### src/rtl/sobel_window_gen.sv
// sobel_window_gen
// Streaming 3x3 window generator feeding the Sobel core. Raster-order
// pixels are accepted one per valid cycle; two line buffers supply the two
// previous lines at the same column. A 3x3 window register is shifted left
// on each accepted pixel. It is flagged valid only when the whole
// neighbourhood lies inside the frame.
//
// Ports
//   clk_i            sole clock, rising edge
//   rst_i            synchronous active-high reset
//   pixel_i          incoming grayscale pixel
//   pixel_valid_i    pixel_i accepted this cycle (no backpressure)
//   frame_start_i    with pixel_valid_i: this pixel is (row 0, col 0)
//   matrix_pixels_o  registered 3x3 window, flattened sobel_matrix:
//                    field (vector v, pix p) at bits [(v*3+p)*PIXEL_WIDTH +: PIXEL_WIDTH]
//                    vector0 = oldest line, vector2 = current line,
//                    pix0 = leftmost/oldest, pix2 = newest
//   matrix_valid_o   matrix_pixels_o holds a complete in-frame window
//   frame_done_o     pulse with the last window of a frame
module sobel_window_gen #(
  parameter int PIXEL_WIDTH = 8,
  parameter int IMG_WIDTH   = 64,
  parameter int IMG_HEIGHT  = 48
) (
  input  logic                       clk_i,
  input  logic                       rst_i,
  input  logic [PIXEL_WIDTH-1:0]     pixel_i,
  input  logic                       pixel_valid_i,
  input  logic                       frame_start_i,
  output logic [9*PIXEL_WIDTH-1:0]   matrix_pixels_o,
  output logic                       matrix_valid_o,
  output logic                       frame_done_o
);

  localparam int CW = $clog2(IMG_WIDTH);
  localparam int RW = $clog2(IMG_HEIGHT);
  localparam logic [CW-1:0] COL_LAST = CW'(IMG_WIDTH - 1);
  localparam logic [RW-1:0] ROW_LAST = RW'(IMG_HEIGHT - 1);
  localparam logic [CW-1:0] COL_TWO  = CW'(2);
  localparam logic [RW-1:0] ROW_TWO  = RW'(2);

  logic [CW-1:0] col_q, col_d, col_eff;
  logic [RW-1:0] row_q, row_d, row_eff;

  // [row][col][bit]; row 0 = oldest line, col 0 = oldest column
  logic [2:0][2:0][PIXEL_WIDTH-1:0] win_q, win_d;

  logic [PIXEL_WIDTH-1:0] lb0_q [IMG_WIDTH];
  logic [PIXEL_WIDTH-1:0] lb0_d [IMG_WIDTH];
  logic [PIXEL_WIDTH-1:0] lb1_q [IMG_WIDTH];
  logic [PIXEL_WIDTH-1:0] lb1_d [IMG_WIDTH];

  logic matrix_valid_q, matrix_valid_d;
  logic frame_done_q, frame_done_d;

  always_comb begin
    // A start-of-frame pixel is (0,0) whatever the counters say.
    col_eff        = frame_start_i ? '0 : col_q;
    row_eff        = frame_start_i ? '0 : row_q;
    col_d          = col_q;
    row_d          = row_q;
    win_d          = win_q;
    lb0_d          = lb0_q;
    lb1_d          = lb1_q;
    matrix_valid_d = 1'b0;
    frame_done_d   = 1'b0;

    if (pixel_valid_i) begin
      lb0_d[0] = pixel_i;
      lb1_d[0] = lb0_q[IMG_WIDTH-1];
      for (int i = 1; i < IMG_WIDTH; i++) begin
        lb0_d[i] = lb0_q[i-1];
        lb1_d[i] = lb1_q[i-1];
      end

      for (int r = 0; r < 3; r++) begin
        win_d[r][0] = win_q[r][1];
        win_d[r][1] = win_q[r][2];
      end
      win_d[0][2] = lb1_q[IMG_WIDTH-1];
      win_d[1][2] = lb0_q[IMG_WIDTH-1];
      win_d[2][2] = pixel_i;

      // Windows at c<2 straddle the line wrap and rows<2 reach above the
      // frame (stale line-buffer data); both are masked here.
      matrix_valid_d = (row_eff >= ROW_TWO) && (col_eff >= COL_TWO);

      if (col_eff == COL_LAST) begin
        col_d = '0;
        if (row_eff == ROW_LAST) begin
          row_d        = '0;
          frame_done_d = 1'b1;
        end else begin
          row_d = row_eff + RW'(1);
        end
      end else begin
        col_d = col_eff + CW'(1);
        row_d = row_eff;
      end
    end
  end

  always_ff @(posedge clk_i) begin
    if (rst_i) begin
      col_q          <= '0;
      row_q          <= '0;
      win_q          <= '0;
      matrix_valid_q <= 1'b0;
      frame_done_q   <= 1'b0;
    end else begin
      col_q          <= col_d;
      row_q          <= row_d;
      win_q          <= win_d;
      matrix_valid_q <= matrix_valid_d;
      frame_done_q   <= frame_done_d;
    end
  end

  // Line buffer contents are don't-care after reset, so no reset term.
  always_ff @(posedge clk_i) begin
    lb0_q <= lb0_d;
    lb1_q <= lb1_d;
  end

  assign matrix_pixels_o = win_q;
  assign matrix_valid_o  = matrix_valid_q;
  assign frame_done_o    = frame_done_q;

endmodule
### config.mk
export PLATFORM = sky130hd
export DESIGN_NAME = sobel_window_gen
export DESIGN_NICKNAME = d
export VERILOG_FILES = /design/src/rtl/sobel_window_gen.sv
export SDC_FILE = /design/constraint.sdc
export NUM_CORES = 1
export LEC_CHECK = 0
export ABC_AREA = 1
export BUFFER_PORTS_ARGS = -buffer_cell sky130_fd_sc_hd__buf_4
export CORE_UTILIZATION = 40
export CTS_CLUSTER_SIZE = 30
export DETAILED_ROUTE_END_ITERATION = 8
export HOLD_SLACK_MARGIN = 0.1
export PLACE_DENSITY_LB_ADDON = 0.15
export SLEW_MARGIN = 20
export SYNTH_ARGS = -nofsm -noshare
export SYNTH_HDL_FRONTEND = slang
export SYNTH_SLANG_ARGS = --single-unit
### constraint.sdc
create_clock -name clk_i -period 4.4 [get_ports clk_i]
set_input_delay 1.1 -clock clk_i [delete_from_list [all_inputs] [get_ports clk_i]]
set_output_delay 1.1 -clock clk_i [all_outputs]
set_load 0.05 [all_outputs]
==> impl_metrics.json <==
{
  "dpl_worst_slack_ns": 1.56,
  "cp_slowest_cell": "dfxtp_1",
  "intPower_mw": 17.7,
  "cpPeakStageDelay_ns": 0.65,
  "finalCriticalPeriod_ns": 2.70,
  "post_synth_and_or_nand_nor_area_fraction": 0.0254,
  "yosys-mux-area-fraction": 0,
  "final_layout_size_suffix_gt1_frac": 0.149,
  "cts.repair_timing.setup_buffer_count": 0,
  "final_hold_viol_count": 0,
  "static-leakage-power_nw": 13.6,
  "path_cells": "buf_4",
  "powerDensity_mw_per_mm2": 555,
  "irDropWorstVdd_v": 0.000348,
  "initial_antenna_violation_count": 0,
  "layout_commonest_cell": "edfxtp_1",
  "global_route_wire_length_before_repair_um": 73300,
  "cts_sinks": 1110,
  "max-slew-margin-rel": 0.365,
  "via_count_of_the_first_global_routing_pass": 12800,
  "post-synth-top-area-cell": "edfxtp_1",
  "syn_nets": 1479,
  "hold_path_end": "lb1_q[141]$_DFFE_PP_",
  "global_route.overflow_total": 0,
  "drt_iter0_drc": 1150,
  "postCtsHoldBufs": 0,
  "clk_pin_slew_ns": 0.06,
  "path_class": "flip-flop to output pin",
  "worstHoldPathCells": 0,
  "die_h_um": 294,
  "worstHoldStart": "lb1_q[149]$_DFFE_PP_",
  "fin_nets": 1660,
  "rows": 106,
  "start_util": 0.406,
  "antenna-diode-count": 0,
  "postRouteWirelength_um": 45400,
  "r2r_setup_slack_ns": 2.73,
  "fp.coreArea_mm2": 0.0840,
  "power.share.switching": 0.198,
  "per_cell_via_count_in_the_routed_design": 4.51,
  "crit_fanout": 3,
  "timing.final.crit_share": 0.614,
  "status": "finished, final reports clean",
  "sequential_cell_area_fraction_in_the_yosys_report": 0.953,
  "layout.filler_cells": 6865,
  "yosys.cell_types.count": 27,
  "combPwrFrac": 0.024,
  "fin_skew_ns": 0.0198,
  "detailroute.via_count": 12900,
  "timing.hold.worst.class": "flip-flop to flip-flop",
  "cts_made_buffers": 108,
  "setup_violations": 0,
  "overall_global_routing_usage": 0.108,
  "synth-seq-cells": 1110,
  "design.portCount": 86,
  "drc": 0,
  "drtPass1Iterations": 5,
  "ys_top_cells_by_area": "edfxtp_1, dfxtp_1, nor2_1, o21ai_0, nand2_1",
  "final_util": 0.474,
  "critical_path_required_ns": 3.30,
  "cts_root_buf": "clkbuf_16",
  "portBuffers": 85,
  "hold-worst-slack_ns": 0.403,
  "post_synth_xor_area_fraction": 0,
  "most-common-layout-cells": "edfxtp_1, nor2_1, clkbuf_16",
  "maximum_number_of_pins_on_one_net_before_global_route_repair": 171,
  "tightest_slew_ns": 0.953,
  "yosys_warnings": 0,
  "critPathLaunchType": "flip-flop",
  "synthAdderAreaFrac": 0.00110,
  "synth-compound-area-share": 0.0148,
  "clockPowerShare": 0.416,
  "destination_of_the_worst_register_to_register_timing_path": "row_q[2]$_SDFFE_PP0P_",
  "clk_path_buf_depth": 3,
  "cp_top_family": "flip-flops",
  "tritoncts": "done",
  "worst_r2r_path_depth": 11,
  "ant_nets": 0,
  "post_drt_wl_per_cell_um": 15.8,
  "worstPathBufferInverterCount": 1,
  "drv.max_cap_violation_count": 0,
  "p_switching_mw": 4.36,
  "maximum_clock_frequency_mhz": 370,
  "grt_setup_unrepaired": "no",
  "synth_top_cell_area_share": 0.902,
  "place_congestion": 0.718,
  "flow.area_growth_from_synthesis_pct": 16.7,
  "end_kind": "output pin",
  "detailed_place_hpwl_um": 21500,
  "worst_r2r_startpoint": "col_q[0]$_SDFFE_PP0P_",
  "setup_total_negative_slack_ns": 0,
  "avgSynthCellArea_um2": 23.3,
  "die-area_mm2": 0.0864,
  "worstPathArrival_ns": 1.60,
  "chipWidth_um": 294,
  "syn_inst": 1464,
  "sequentialPowerShare": 0.560,
  "final_max_slew_viol_count": 0,
  "insertion_delay_ns": 0.65,
  "synth_area_mm2": 0.0341,
  "timing.final.ws_setup_ns": 1.70,
  "cts.repair.resized": 0,
  "combinational_family_with_the_most_area_after_synthesis": "simple AND/OR/NAND/NOR gates",
  "h-tree-depth": 3
}
## through the flow
stage / std cells / area [um^2] / total power, mW
floorplan: 1464 / 34100 / 12.7
global placement: 2669 / 36200 / 13.1
detailed placement: 2669 / 36200 / 13.1
CTS: 2867 / 39800 / 22.5
global route: 2867 / 39800 / 22.9
finish: 2867 / 39800 / 22.1
## power groups by stage
stage,clock [mW],sequential [mW],combinational [mW]
2_1_floorplan,0,12.6,0.0910
3_3_place_gp,0,12.6,0.535
3_5_place_dp,0,12.6,0.547
4_1_cts,9.55,12.4,0.545
5_1_grt,9.90,12.4,0.581
6_report,9.19,12.4,0.535
## registers in the layout, indices dropped and copies added (netlist names)
register / count
matrix_pixels_o: 72
col_q: 6
matrix_valid_o: 1
lb0_q: 512
row_q: 6
frame_done_o: 1
lb1_q: 512
## cell usage after synthesis, drive strengths merged
cell	number
nor2	159
nand4	3
buf	6
clkbuf	21
o211ai	1
o22ai	1
dfxtp	86
inv	17
nand2	31
o21ai	84
ha	3
a21oi	10
o21bai	1
nor3	4
edfxtp	1024
nand3	13
## worst max-delay path by stage
stage | start | endpoint | cells past startpoint
final | matrix_pixels_o[33]$_SDFFE_PP0P_ | matrix_pixels_o[33] | 1
after global routing | matrix_pixels_o[34]$_SDFFE_PP0P_ | matrix_pixels_o[34] | 1
after CTS | matrix_pixels_o[34]$_SDFFE_PP0P_ | matrix_pixels_o[34] | 1
after detailed placement | pixel_valid_i | matrix_pixels_o[66]$_SDFFE_PP0P_ | 5
after global placement | pixel_valid_i | matrix_pixels_o[42]$_SDFFE_PP0P_ | 5
after floorplan | frame_start_i | row_q[2]$_SDFFE_PP0P_ | 10
## area by class of cell
class / count / area [um^2] / area share
sequential: 1110 / 32500 / 0.816
timing repair buffer: 98 / 843 / 0.0212
multi-input combinational: 310 / 1410 / 0.0354
clock buffer: 137 / 2830 / 0.0712
clock inverter: 61 / 738 / 0.0186
tap: 1134 / 1420 / 0.0357
inverter: 17 / 71.3 / 0.00179
## metal layers
layer  share of wire  track usage  up-vias
met5               0            0        -
met4           0.028       0.0437        0
met3           0.056       0.0309      100
met2            0.41        0.137      228
met1            0.51        0.170     6600
li1                -            -     6002
## kinds of logic (layout without fill, tap and decap cells)
group / after synthesis / in the layout
AO/OA/AOI/OAI: 97 / 97
buffers and inverters: 44 / 313
flip-flops: 1110 / 1110
adder cells (fa/ha/maj): 3 / 3
AND/OR/NAND/NOR: 210 / 210
(Power assumes the default switching activity.)
